**config.mk**
```make
export PLATFORM = sky130hd
export DESIGN_NAME = usb_tx_sequencer
export DESIGN_NICKNAME = d
export VERILOG_FILES = /design/src/rtl/usb_tx_sequencer.sv
export SDC_FILE = /design/constraint.sdc
export NUM_CORES = 1
export LEC_CHECK = 0
export ABC_CLOCK_PERIOD_IN_PS = 3100
export BUFFER_PORTS_ARGS = -buffer_cell sky130_fd_sc_hd__buf_4
export CAP_MARGIN = 30
export CORE_MARGIN = 5
export CORE_UTILIZATION = 60
export DETAILED_ROUTE_END_ITERATION = 12
export GPL_TIMING_DRIVEN = 1
export PLACE_DENSITY = 0.93
export SLEW_MARGIN = 20
export SYNTH_ARGS = -nofsm -noshare
export SYNTH_HDL_FRONTEND = slang
export SYNTH_SLANG_ARGS = --single-unit
```
**constraint.sdc**
```tcl
create_clock -name clk -period 3.1 [get_ports clk]
set_clock_uncertainty 0.1 [all_clocks]
set_input_delay 0.155 -clock clk [delete_from_list [all_inputs] [get_ports clk]]
set_output_delay 0.155 -clock clk [all_outputs]
set_load 0.02 [all_outputs]
```
**src/rtl/usb_tx_sequencer.sv**
```systemverilog
// USB transmit sequencer: token, DATA and handshake packets with on-the-fly CRC5/CRC16,
// emitted as byte beats over a valid/ready stream to the bit-stuffer/NRZI serializer.
module usb_tx_sequencer #(
  parameter int unsigned MAX_BYTES  = 64,
  parameter int unsigned GAP_CYCLES = 2,
  parameter logic [7:0]  SYNC_BYTE  = 8'h80
) (
  input  logic                           clk,
  input  logic                           rst,
  input  logic                           start,
  input  logic [1:0]                     mode,
  input  logic [3:0]                     token_pid,
  input  logic [6:0]                     addr,
  input  logic [3:0]                     endp,
  input  logic [3:0]                     data_pid,
  input  logic [3:0]                     hs_pid,
  input  logic [$clog2(MAX_BYTES+1)-1:0] byte_count,
  input  logic                           abort,
  input  logic [7:0]                     pay_data,
  input  logic                           pay_valid,
  output logic                           pay_ready,
  output logic [7:0]                     tx_byte,
  output logic                           tx_eop,
  output logic                           tx_valid,
  input  logic                           tx_ready,
  output logic                           busy,
  output logic                           done,
  output logic                           aborted
);

  localparam int CW = $clog2(MAX_BYTES + 1);
  localparam int GW = (GAP_CYCLES > 0) ? $clog2(GAP_CYCLES + 1) : 1;

  typedef enum logic [3:0] {
    S_IDLE, S_SYNC, S_PID, S_TOK0, S_TOK1, S_DATA,
    S_CRC_LO, S_CRC_HI, S_EOP, S_GAP, S_DONE
  } state_e;

  typedef enum logic [1:0] {PH_TOKEN, PH_DATA, PH_HS} phase_e;

  state_e         state_q, state_d;
  phase_e         phase_q, phase_d;
  logic [1:0]     mode_q, mode_d;
  logic [3:0]     token_pid_q, token_pid_d;
  logic [6:0]     addr_q, addr_d;
  logic [3:0]     endp_q, endp_d;
  logic [3:0]     data_pid_q, data_pid_d;
  logic [3:0]     hs_pid_q, hs_pid_d;
  logic [CW-1:0]  count_q, count_d;
  logic [CW-1:0]  rem_q, rem_d;
  logic [GW-1:0]  gap_q, gap_d;
  logic [15:0]    crc16_q, crc16_d;
  logic           abort_pend_q, abort_pend_d;
  logic           aborted_q, aborted_d;

  logic           tx_valid_o, tx_eop_o, pay_ready_o;
  logic [7:0]     tx_byte_o;
  logic [3:0]     pid_sel;
  logic [4:0]     crc5_w;
  logic           fire, pay_fire, abort_hit, leave_gap, has_next;
  phase_e         next_phase;

  function automatic logic [4:0] crc5_calc(input logic [10:0] bits);
    logic [4:0] c;
    c = 5'h1F;
    for (int i = 0; i < 11; i++) begin
      if (c[0] ^ bits[i]) c = (c >> 1) ^ 5'h14;
      else                c = c >> 1;
    end
    return c;
  endfunction

  function automatic logic [15:0] crc16_byte(input logic [15:0] crc, input logic [7:0] d);
    logic [15:0] c;
    c = crc;
    for (int i = 0; i < 8; i++) begin
      if (c[0] ^ d[i]) c = (c >> 1) ^ 16'hA001;
      else             c = c >> 1;
    end
    return c;
  endfunction

  // addr goes out first, so it occupies the low bits of the LSB-first bit stream
  assign crc5_w = crc5_calc({endp_q, addr_q});

  always_comb begin
    case (phase_q)
      PH_TOKEN: pid_sel = token_pid_q;
      PH_DATA:  pid_sel = data_pid_q;
      default:  pid_sel = hs_pid_q;
    endcase
  end

  always_comb begin
    has_next   = 1'b0;
    next_phase = PH_HS;
    case (phase_q)
      PH_TOKEN: begin
        has_next   = mode_q[0];
        next_phase = PH_DATA;
      end
      PH_DATA:  has_next = mode_q[1];
      default:  has_next = 1'b0;
    endcase
  end

  always_comb begin
    tx_valid_o  = 1'b0;
    tx_eop_o    = 1'b0;
    tx_byte_o   = 8'h00;
    pay_ready_o = 1'b0;
    case (state_q)
      S_SYNC: begin
        tx_valid_o = 1'b1;
        tx_byte_o  = SYNC_BYTE;
      end
      S_PID: begin
        tx_valid_o = 1'b1;
        tx_byte_o  = {~pid_sel, pid_sel};
      end
      S_TOK0: begin
        tx_valid_o = 1'b1;
        tx_byte_o  = {endp_q[0], addr_q};
      end
      S_TOK1: begin
        tx_valid_o = 1'b1;
        tx_byte_o  = {~crc5_w, endp_q[3:1]};
      end
      S_DATA: begin
        tx_valid_o  = pay_valid;
        tx_byte_o   = pay_data;
        pay_ready_o = tx_ready;
      end
      S_CRC_LO: begin
        tx_valid_o = 1'b1;
        tx_byte_o  = ~crc16_q[7:0];
      end
      S_CRC_HI: begin
        tx_valid_o = 1'b1;
        tx_byte_o  = ~crc16_q[15:8];
      end
      S_EOP: begin
        tx_valid_o = 1'b1;
        tx_eop_o   = 1'b1;
      end
      default: ;
    endcase
  end

  assign fire      = tx_valid_o && tx_ready;
  assign pay_fire  = (state_q == S_DATA) && pay_valid && tx_ready;
  assign abort_hit = abort || abort_pend_q;

  always_comb begin
    state_d      = state_q;
    phase_d      = phase_q;
    mode_d       = mode_q;
    token_pid_d  = token_pid_q;
    addr_d       = addr_q;
    endp_d       = endp_q;
    data_pid_d   = data_pid_q;
    hs_pid_d     = hs_pid_q;
    count_d      = count_q;
    rem_d        = rem_q;
    gap_d        = gap_q;
    crc16_d      = crc16_q;
    abort_pend_d = abort_pend_q;
    aborted_d    = aborted_q;
    leave_gap    = 1'b0;

    if (abort && (state_q inside {S_SYNC, S_PID, S_TOK0, S_TOK1, S_DATA, S_CRC_LO, S_CRC_HI}))
      abort_pend_d = 1'b1;

    case (state_q)
      S_IDLE: begin
        if (start) begin
          mode_d       = mode;
          token_pid_d  = token_pid;
          addr_d       = addr;
          endp_d       = endp;
          data_pid_d   = data_pid;
          hs_pid_d     = hs_pid;
          count_d      = (byte_count > CW'(MAX_BYTES)) ? CW'(MAX_BYTES) : byte_count;
          phase_d      = (mode == 2'b10) ? PH_HS : PH_TOKEN;
          abort_pend_d = 1'b0;
          aborted_d    = 1'b0;
          state_d      = S_SYNC;
        end
      end
      S_SYNC: begin
        crc16_d = 16'hFFFF;
        if (fire) begin
          rem_d   = count_q;
          state_d = abort_hit ? S_EOP : S_PID;
        end
      end
      S_PID: begin
        if (fire) begin
          if (abort_hit) state_d = S_EOP;
          else begin
            case (phase_q)
              PH_TOKEN: state_d = S_TOK0;
              PH_DATA:  state_d = (count_q == '0) ? S_CRC_LO : S_DATA;
              default:  state_d = S_EOP;
            endcase
          end
        end
      end
      S_TOK0:   if (fire) state_d = abort_hit ? S_EOP : S_TOK1;
      S_TOK1:   if (fire) state_d = S_EOP;
      S_DATA: begin
        if (pay_fire) begin
          crc16_d = crc16_byte(crc16_q, pay_data);
          rem_d   = rem_q - CW'(1);
          if (abort_hit)              state_d = S_EOP;
          else if (rem_q == CW'(1))   state_d = S_CRC_LO;
        end else if (abort_pend_q && !pay_valid) begin
          // nothing in flight, so the pending abort can close the packet now
          state_d = S_EOP;
        end
      end
      S_CRC_LO: if (fire) state_d = abort_hit ? S_EOP : S_CRC_HI;
      S_CRC_HI: if (fire) state_d = S_EOP;
      S_EOP: begin
        if (fire) begin
          gap_d = GW'(GAP_CYCLES);
          if (GAP_CYCLES == 0) leave_gap = 1'b1;
          else                 state_d   = S_GAP;
        end
      end
      S_GAP: begin
        gap_d = gap_q - GW'(1);
        if (gap_q == GW'(1)) leave_gap = 1'b1;
      end
      S_DONE:   state_d = S_IDLE;
      default:  state_d = S_IDLE;
    endcase

    if (leave_gap) begin
      if (abort_pend_q || !has_next) begin
        state_d   = S_DONE;
        aborted_d = abort_pend_q;
      end else begin
        state_d = S_SYNC;
        phase_d = next_phase;
      end
    end
  end

  always_ff @(posedge clk) begin
    if (rst) begin
      state_q      <= S_IDLE;
      phase_q      <= PH_TOKEN;
      mode_q       <= 2'b00;
      token_pid_q  <= 4'h0;
      addr_q       <= 7'h00;
      endp_q       <= 4'h0;
      data_pid_q   <= 4'h0;
      hs_pid_q     <= 4'h0;
      count_q      <= '0;
      rem_q        <= '0;
      gap_q        <= '0;
      crc16_q      <= 16'hFFFF;
      abort_pend_q <= 1'b0;
      aborted_q    <= 1'b0;
    end else begin
      state_q      <= state_d;
      phase_q      <= phase_d;
      mode_q       <= mode_d;
      token_pid_q  <= token_pid_d;
      addr_q       <= addr_d;
      endp_q       <= endp_d;
      data_pid_q   <= data_pid_d;
      hs_pid_q     <= hs_pid_d;
      count_q      <= count_d;
      rem_q        <= rem_d;
      gap_q        <= gap_d;
      crc16_q      <= crc16_d;
      abort_pend_q <= abort_pend_d;
      aborted_q    <= aborted_d;
    end
  end

  assign tx_valid  = tx_valid_o;
  assign tx_eop    = tx_eop_o;
  assign tx_byte   = tx_byte_o;
  assign pay_ready = pay_ready_o;
  assign busy      = (state_q != S_IDLE) && (state_q != S_DONE);
  assign done      = (state_q == S_DONE);
  assign aborted   = aborted_q;

endmodule

```
; ---- Word-level counts from Yosys, hierarchy flattened
; Index checks and enable logic that the tools add are counted.
[word_totals]
ff_bits = 65
inputBits = 46
out_inout_bits = 14
wordCells = 191
[op_classes]
n_addsub = 2
n_lt_le_gt_ge = 1
eq_ne = 28
n_mux = 82
bitwise = 40
reduce_logical = 24
[op_table]
columns = operator, n
row1 = $mux 16, 23
row2 = $mux 4, 17
row3 = $pmux 8 s7, 1
row4 = $mux 5, 11
row5 = $pmux 4 s9, 1
row6 = $pmux 16 s2, 1
row7 = $not 2->3, 8
row8 = $mux 7, 3
row9 = $not 1->2, 10
row10 = $ne 3x3->1 const B, 6
row11 = $xor 1x1->1, 18
row12 = $eq 4x3->1 const B, 4
row13 = $mux 2, 8
row14 = $not 8->8, 2
row15 = $pmux 4 s2, 2
row16 = $pmux 7 s2, 1
row17 = $eq 4x4->1 const B, 3
row18 = $mux 1, 11
row19 = $reduce_and 10->1, 1
row20 = $eq 4x2->1 const B, 2
row21 = $ne 2x2->1 const B, 4
row22 = $eq 7x1->1 const B, 1
row23 = $gt 7x7->1 const B, 1
row24 = $logic_not 7->1, 1
row25 = other kinds (25), 37

; ---- Logic depth before layout (Yosys ltp)
; Gate-level depths: netlist of the first run.
[depth]
word_depth = 33
mapped_depth = 9
mapped_depth_nobuf = 7

; ---- Least setup slack after synthesis of the first run
; Ideal clock, no wire load.
[synth_timing]
path_kind = register -> output
from = register addr_q[4]
to = output port tx_byte[5]
t_arrival_ns = 1.796
t_required_ns = 2.845
path_slack_ns = 1.049
stages_incl_launch_ff = 7
n_path_buf = 0
cell_sequence = dfxtp_1 -> xor2_1 -> xnor2_1 -> xnor2_1 -> xnor2_1 -> mux4_2 -> o221ai_2
[synth_via]
elab_chain_len = 12
[synth_rtl]
columns = element, line_no
row1 = from (decl), 45  ; logic [6:0] addr_q, addr_d;
row2 = from (signal assigned), 271  ; addr_q <= addr_d;
row3 = $xor 1x1->1, 67  ; if (c[0] ^ bits[i]) c = (c >> 1) ^ 5'h14;
row4 = $mux 5 (3 in a row), 67
row5 = $xor 1x1->1, 67
row6 = $mux 5 (3 in a row), 67
row7 = $xor 1x1->1, 67
row8 = $mux 5, 67
row9 = $not 5->5, 127  ; tx_byte_o = {~crc5_w, endp_q[3:1]};
row10 = $pmux 8 s7, 112  ; case (state_q)
row11 = to (decl), 22  ; output logic [7:0] tx_byte,
; Every way passes these cells.

; ---- Worst setup path in the final report of the first run
; Same ends and word-level chain as after synthesis.

==> summary.md, run 1 <==
| Metric | Value |
|---|---|
| Measured slew at the worst slew-check pin | `679 ps` |
| Synthesized area per cell | `7.65 um^2` |
| Required time at the worst-slack endpoint | `2840 ps` |
| Unique cell type count in the Yosys netlist | `47` |
| Dominant combinational cell family by area after synthesis | `simple AND/OR/NAND/NOR gates` |
| Logic pwr share | `0.434` |
| Simple-Gate Fraction of Synth Area | `0.241` |
| Worst-path maximum fanout | `4` |
| Initial Utilization | `0.626` |
| Core ar. | `0.00599 mm^2` |
| Clock transition at the registers of the reported paths | `80 ps` |
| Power per unit of standard cell area | `687 mW/mm^2` |
| Die Ht | `89.0 um` |
| Post-route setup TNS | `0 ps` |
| Ranking of synthesized cells by area | `dfxtp_1, nand2_1, xnor2_1, a21oi_1, nor2_1` |
| Global-route wire length before repair | `18200 um` |
| Setup slack after placement | `709 ps` |
| Count of pins on the block boundary | `60` |
| Type of element capturing the critical path | `output pin` |
| Fraction of the yosys area taken by sequential cells | `0.347` |
| Floorplan die area | `0.00793 mm^2` |
| Clock insertion delay at the later pin of the skew report | `360 ps` |
| Area share of the leading cell type in the synthesized netlist | `0.347` |
| Antenna viol nets, final | `0` |
| Initial DRC Count | `514` |
| Post-synth net total | `539` |
| Number of max-capacitance violations reported | `0` |
| Number of vias per cell after detailed routing | `6.07` |
| Adder-cell area share of the yosys netlist | `0.0100` |
| Result of the run | `finished clean` |
| Period Utilization, post-route | `0.849` |
| Fin worst setup slack | `468 ps` |
| Worst reg2reg startpoint | `state_q[0]` |
| Global route overflow | `0` |
| Total wire length after detailed routing | `11100 um` |
| Hold path start | `abort` |
| Utilization after layout | `0.789` |
| Number of nets in the layout | `614` |
| Biggest area consumer among synthesized cells | `dfxtp_1` |
| Number of buffers created by CTS | `9` |
| Combined global-route utilization of all metal layers | `0.297` |
| Count of final hold-check violations | `0` |
| Clock tree from TritonCTS | `done` |
| Final Critical Period | `2630 ps` |
| Pins over their slew limit | `0` |
| Total chip power | `0.00325 W` |
| Clock tree root buffer cell | `clkbuf_8` |
| Area of the mapped netlist | `0.00375 mm^2` |
| Final weighted congestion in routability-driven placement | `0.903` |
| Cell Count, Final, Fillers Out | `645` |
| Proportion of layout cells with a drive suffix above 1 | `0.163` |
| Clock Tree Buf Depth | `2` |
| Kind of start point of the critical path | `register` |
| Internal power | `0.00192 W` |
| Compound-gate portion of the synthesized area | `0.201` |
| Unrepaired setup endpoints after global routing | `no` |
| Post-Synthesis Cells | `490` |
| Final setup vio count | `0` |
| Maximum level of the CTS H-tree | `3` |
| Achievable Freq | `380 MHz` |
| Number of core rows | `28` |
| Via count of the first global-routing pass | `3798` |
| Leakage power summed over all cells | `1.83 nW` |
| Number of enable-type register cells in the synthesized netlist | `0` |
| Xor/xnor share of the synthesized area | `0.0925` |
| Antenna violations before repair | `0` |
| DIE WIDTH | `89.0 um` |
| Arrival time at the worst endpoint | `2380 ps` |
| Detailed-route via count | `3917` |
| Critical path class | `reg -> out` |
| DR DRC count | `0` |
| Sequential cell fraction of total power | `0.354` |
| Routed wirelength normalized by instance count | `17.2 um` |
| Switching Share | `0.408` |
| Count of instances resized after the clock tree is built | `0` |
| Portion of total power attributed to the clock network | `0.212` |
| Share of synthesized registers carrying an async set or reset | `0` |
| Worst vdd rail ir drop | `0.527 mV` |
| Critical path startpoint | `addr_q[4]` |
| Number of optimization iterations in the first detailed-route pass | `5` |
| Number of warnings printed during yosys synthesis | `0` |
| Synth-to-layout area growth | `26.1%` |
| Worst min-delay path category | `in -> reg` |
| Number of antenna diodes | `0` |
| Hpwl dp | `7330 um` |
| Post-Place Cells | `596` |
| Pin count of the biggest net entering global routing | `68` |
| Count of port buffers added during placement | `59` |
| Seq cells post-synth | `65` |
| Max_slew headroom | `0.547` |
| Sink count of the clock tree | `65` |
| Post-synthesis mux area share | `0.0521` |
| Prevailing post-synth register cell | `dfxtp_1` |
| Net switching power | `0.00133 W` |
-- sequential cells by signal (all words and copies together), names as in the netlist --
register	count
endp_q	4
rem_q	7
addr_q	7
hs_pid_q	4
state_q	4
token_pid_q	4
phase_q	2
count_q	7
data_pid_q	4
aborted	1
abort_pend_q	1
mode_q	2
crc16_q	16
gap_q	2
-- layer usage --
layer	global-route usage	routed length, um	vias up
met2	0.493	5440	206
li1	-	-	1852
met1	0.374	4430	1831
met4	0.107	325	0
met5	0	0	-
met3	0.0765	900	28
-- power groups by stage --
stage / Combinational [W] / Sequential (W) / Clock [W]
finish: 0.00141 / 0.00115 / 0.000687
global route: 0.00154 / 0.00117 / 0.000740
CTS: 0.00138 / 0.00114 / 0.000695
detailed placement: 0.00134 / 0.00116 / 0
global placement: 0.00130 / 0.00116 / 0
floorplan: 0.00110 / 0.00106 / 0
-- worst paths after layout --
check	slack, ps	end	cells past startpoint
setup / recovery	470	tx_byte[5]	7
hold / removal	60	state_q[1]	4
setup reg to reg	620	count_q[1]	6
hold reg to reg	360	mode_q[1]	2
-- placed cells by master, fill, tap and decap left out, types with 16 or more instances in the layout --
| cell type | instances |
|---|---|
| a21oi_1 | 44 |
| buf_4 | 66 |
| dfxtp_1 | 65 |
| dlygate4sd3_1 | 33 |
| inv_1 | 20 |
| nand2_1 | 85 |
| nand2b_1 | 16 |
| nor2_1 | 35 |
| nor3_1 | 18 |
| o21ai_0 | 27 |
| xnor2_1 | 29 |
-- area by class of cell --
| class | count | area [um^2] |
|---|---|---|
| multi-input cells | 370 | 2240 |
| flip-flops and latches | 65 | 1300 |
| well taps | 75 | 93.8 |
| inverters | 20 | 75.1 |
| clock buffers | 11 | 151 |
| clock inverters | 5 | 37.5 |
| fillers | 392 | 1260 |
| repair buffers | 99 | 826 |
-- cell families (layout without fill, tap and decap cells) --
logic type / count (synthesis) / count (layout)
and+or+nand+nor: 195 / 195
buffers and inverters: 55 / 135
adders and majority gates: 3 / 3
muxes: 12 / 12
DFF: 65 / 65
xor gates and xnor gates: 38 / 38
AOI/OAI and AO/OA: 122 / 122
-- metrics by stage --
step / cell area, um^2 / hold WS (ps)
finish: 4730 / 56.7
global route: 4730 / 77.4
CTS: 4730 / 42.1
detailed placement: 4210 / 310
global placement: 4210 / 303
floorplan: 3750 / 191
-- Yosys cell counts (2+ instances only) --
cell	number
o21bai_1	7
ha_1	3
a32oi_1	3
nor2_1	36
o21ai_0	27
mux4_2	6
a211oi_1	8
buf_2	2
inv_1	20
or3_1	4
nand3b_1	7
a22oi_1	5
a21oi_1	44
o211ai_1	5
or2_2	3
a21o_1	2
nand2b_1	16
nand2_1	85
xnor2_1	29
nor2b_1	3
and3_1	3
and2_1	4
clkbuf_1	32
nor4b_1	2
o221ai_1	2
dfxtp_1	65
mux2i_1	6
o22ai_1	8
a221oi_1	3
nor3_1	18
nand3_1	9
xor2_1	8
-- worst max-delay path, cell delays in order, from the launching register on --
cell and delay, ps:
dfxtp_1 360, xor2_1 180, xnor2_1 280, xnor2_1 210, xnor2_1 120, mux4_2 500
o221ai_2 190, buf_4 180
-- timing repair --
action                                 in CTS  in global routing
hold buffers                               33                  0
buffers inserted                            0                  0
endpoints found under the hold margin      32                  0
No activity file was read; power rests on OpenSTA's default activity.
==> inputs of run 2 (changes only) <==
--- a/config.mk
+++ b/config.mk
@@ -5,14 +5,14 @@
 export SDC_FILE = /design/constraint.sdc
 export NUM_CORES = 1
 export LEC_CHECK = 0
-export ABC_CLOCK_PERIOD_IN_PS = 3100
+export ABC_CLOCK_PERIOD_IN_PS = 2250
 export BUFFER_PORTS_ARGS = -buffer_cell sky130_fd_sc_hd__buf_4
 export CAP_MARGIN = 30
 export CORE_MARGIN = 5
-export CORE_UTILIZATION = 60
+export CORE_UTILIZATION = 51
 export DETAILED_ROUTE_END_ITERATION = 12
 export GPL_TIMING_DRIVEN = 1
-export PLACE_DENSITY = 0.93
+export PLACE_DENSITY = 0.85
 export SLEW_MARGIN = 20
 export SYNTH_ARGS = -nofsm -noshare
 export SYNTH_HDL_FRONTEND = slang
==> constraint.sdc (replaced) <==
create_clock -name clk -period 2.25 [get_ports clk]
set_clock_uncertainty 0.1 [all_clocks]
set_input_delay 0.1125 -clock clk [delete_from_list [all_inputs] [get_ports clk]]
set_output_delay 0.1125 -clock clk [all_outputs]
set_load 0.02 [all_outputs]
==> summary.md, run 2 (synthesized netlist as in run 1, its figures left out) <==
| Metric | Value |
|---|---|
| Clock transition at the registers of the reported paths | `70 ps (was 80 ps)` |
| Number of buffers created by CTS | `9 (unchanged)` |
| Clock tree from TritonCTS | `done (unchanged)` |
| Antenna viol nets, final | `0 (unchanged)` |
| Sink count of the clock tree | `65 (unchanged)` |
| Required time at the worst-slack endpoint | `2040 ps (was 2840 ps)` |
| Floorplan die area | `0.00917 mm^2 (was 0.00793 mm^2)` |
| Total chip power | `0.00488 W (was 0.00325 W)` |
| Number of vias per cell after detailed routing | `5.86 (was 6.07)` |
| Final setup vio count | `2 (was 0)` |
| Detailed-route via count | `4036 (was 3917)` |
| Count of pins on the block boundary | `60 (unchanged)` |
| Leading cell type in the layout, fill and taps excluded | `buf_4 (was nand2_1)` |
| Storage cell area | `0.00133 mm^2 (was 0.00130 mm^2)` |
| Clock Tree Buf Depth | `2 (unchanged)` |
| Critical path class | `reg -> out (unchanged)` |
| Cell type group with the largest total delay on the critical path | `XOR/XNOR gates (unchanged)` |
| Number of max-capacitance violations reported | `0 (unchanged)` |
| Core ar. | `0.00721 mm^2 (was 0.00599 mm^2)` |
| Proportion of layout cells with a drive suffix above 1 | `0.232 (was 0.163)` |
| Pins over their slew limit | `0 (unchanged)` |
| Maximum level of the CTS H-tree | `3 (unchanged)` |
| Initial DRC Count | `511 (was 514)` |
| Global-route wire length before repair | `18500 um (was 18200 um)` |
| Cells along the critical path | `xnor2_2 -> xnor2_2 -> xnor2_2 -> xnor2_1 -> mux4_2 -> o221ai_2 -> buf_4 (was xor2_1 -> xnor2_1 -> xnor2_1 -> xnor2_1 -> mux4_2 -> o221ai_2 -> buf_4)` |
| Flip-flop count of the largest register, all copies and words added | `16 (unchanged)` |
| Top reg by flops | `crc16_q (unchanged)` |
| Total wire length after detailed routing | `11800 um (was 11100 um)` |
| Number of optimization iterations in the first detailed-route pass | `5 (unchanged)` |
| Measured slew at the worst slew-check pin | `708 ps (was 679 ps)` |
| Count of port buffers added during placement | `59 (unchanged)` |
| Antenna violations before repair | `0 (unchanged)` |
| Synth-to-layout area growth | `34.2% (was 26.1%)` |
| Violations in the final reports | `negative setup slack` |
| Register-to-Register Setup Slack | `100 ps (was 620 ps)` |
| Most frequent cells in the layout | `buf_4, nand2_1, dfxtp_1, a21oi_1, nor2_1 (was nand2_1, buf_4, dfxtp_1, a21oi_1, nor2_1)` |
| Final weighted congestion in routability-driven placement | `0.904 (was 0.903)` |
| Routed wirelength normalized by instance count | `17.1 um (was 17.2 um)` |
| Pin count of the biggest net entering global routing | `68 (unchanged)` |
| Initial Utilization | `0.520 (was 0.626)` |
| Cell with the largest stage delay on the worst path | `mux4_2 (unchanged)` |
| Power per unit of standard cell area | `969 mW/mm^2 (was 687 mW/mm^2)` |
| Clock insertion delay at the later pin of the skew report | `340 ps (was 360 ps)` |
| Cell with the most instances on the worst path | `xnor2_2 (was xnor2_1)` |
| Post-route setup TNS | `-340 ps (was 0 ps)` |
| Worst-path maximum fanout | `4 (unchanged)` |
| Arrival time at the worst endpoint | `2230 ps (was 2380 ps)` |
| Clock tree root buffer cell | `clkbuf_8 (unchanged)` |
| Final Critical Period | `2450 ps` |
| DR DRC count | `0 (unchanged)` |
| Die Ht | `95.7 um (was 89.0 um)` |
| Delay of the slowest critical-path stage | `490 ps (was 500 ps)` |
| Global route overflow | `0 (unchanged)` |
| DIE WIDTH | `95.7 um (was 89.0 um)` |
| Count of final hold-check violations | `0 (unchanged)` |
| Worst vdd rail ir drop | `0.550 mV (was 0.527 mV)` |
| Combined global-route utilization of all metal layers | `0.262 (was 0.297)` |
| Hpwl dp | `7610 um (was 7330 um)` |
| Kind of start point of the critical path | `register (unchanged)` |
| Total buffers and inverters traversed by the critical path | `1 (unchanged)` |
| Number of core rows | `31 (was 28)` |
| Type of element capturing the critical path | `output pin (unchanged)` |
| Fin worst setup slack | `-196 ps (was 468 ps)` |
| Worst min-delay path category | `in -> reg (unchanged)` |
| Result of the run | `complete, but fails checks (was finished clean)` |
| Final instance area | `0.00503 mm^2 (was 0.00473 mm^2)` |
| Cell area reported after detailed placement | `0.00435 mm^2 (was 0.00421 mm^2)` |
| Utilization after layout | `0.697 (was 0.789)` |
| Number of antenna diodes | `0 (unchanged)` |
| Leakage power summed over all cells | `1.97 nW (was 1.83 nW)` |
| Period Utilization, post-route | `1.09` |
| Fill cells | `531 (was 392)` |
| Unrepaired setup endpoints after global routing | `yes (was no)` |
| Area of the multi-input gates | `0.00235 mm^2 (was 0.00224 mm^2)` |
| Max_slew headroom | `0.524 (was 0.547)` |
| Via count of the first global-routing pass | `3870 (was 3798)` |
| Number of nets in the layout | `634 (was 614)` |
| Achievable Freq | `409 MHz` |
[run 2: cell types whose count changed in the layout (fill, tap and decap cells not counted), sizes merged]
cell         delta
clkinvlp        +2
buf            +21
inv             -2
dlygate4sd3     -1
[run 2: final timing paths]
| path | start | end | cells past startpoint |
|---|---|---|---|
| setup reg to reg | state_q[1] | rem_q[6] | 6 |
| setup / recovery | addr_q[1] | tx_byte[5] | 7 |
| hold reg to reg | data_pid_q[2] | data_pid_q[2] | 2 |
| hold / removal | abort | state_q[1] | 4 |
[run 2: repair_timing]
| action | in CTS | in global routing |
|---|---|---|
| gates resized for setup | 13 | 20 |
| hold buffers | 32 | 0 |
| pin swaps | 4 | 6 |
| setup endpoints to repair | 4 | 14 |
| buffers inserted | 2 | 6 |
| endpoints found under the hold margin | 32 | 0 |
[run 2: layer usage]
layer | GRT usage | share of wire | vias to the layer above | wire length, um
li1 | - | - | 1882 | -
met1 | 0.318 | 0.39 | 1875 | 4640
met2 | 0.440 | 0.49 | 239 | 5750
met3 | 0.0641 | 0.084 | 40 | 993
met4 | 0.116 | 0.034 | 0 | 406
met5 | 0 | 0 | - | 0
[run 2: layout make-up]
cell class / instances / area share
sequential: 65 / 0.263
clock inverter: 5 / 0.00647
clock buffer: 11 / 0.0261
inverter: 20 / 0.0157
tap: 99 / 0.0246
multi-input combinational: 370 / 0.467
timing repair buffer: 119 / 0.197
[run 2: through the flow]
step | std cells | setup slack, ps | hold WS [ps]
floorplan | 490 | 241 | 148
global placement | 633 | 100 | 262
detailed placement | 633 | -4.56 | 270
CTS | 683 | -144 | 15.5
global route | 689 | -267 | 62.2
finish | 689 | -196 | 20.5
[run 2: worst min-delay path: stages]
cell,delay (ps)
buf_4,90
nor2_1,60
o211ai_1,80
a221oi_1,70
[run 2: report_power, final]
group	switching [W]	total (W)	internal [W]
combinational	0.00131	0.00246	0.00115
sequential	0.000222	0.00156	0.00134
clock	0.000457	0.000853	0.000396
total	0.00199	0.00488	0.00289
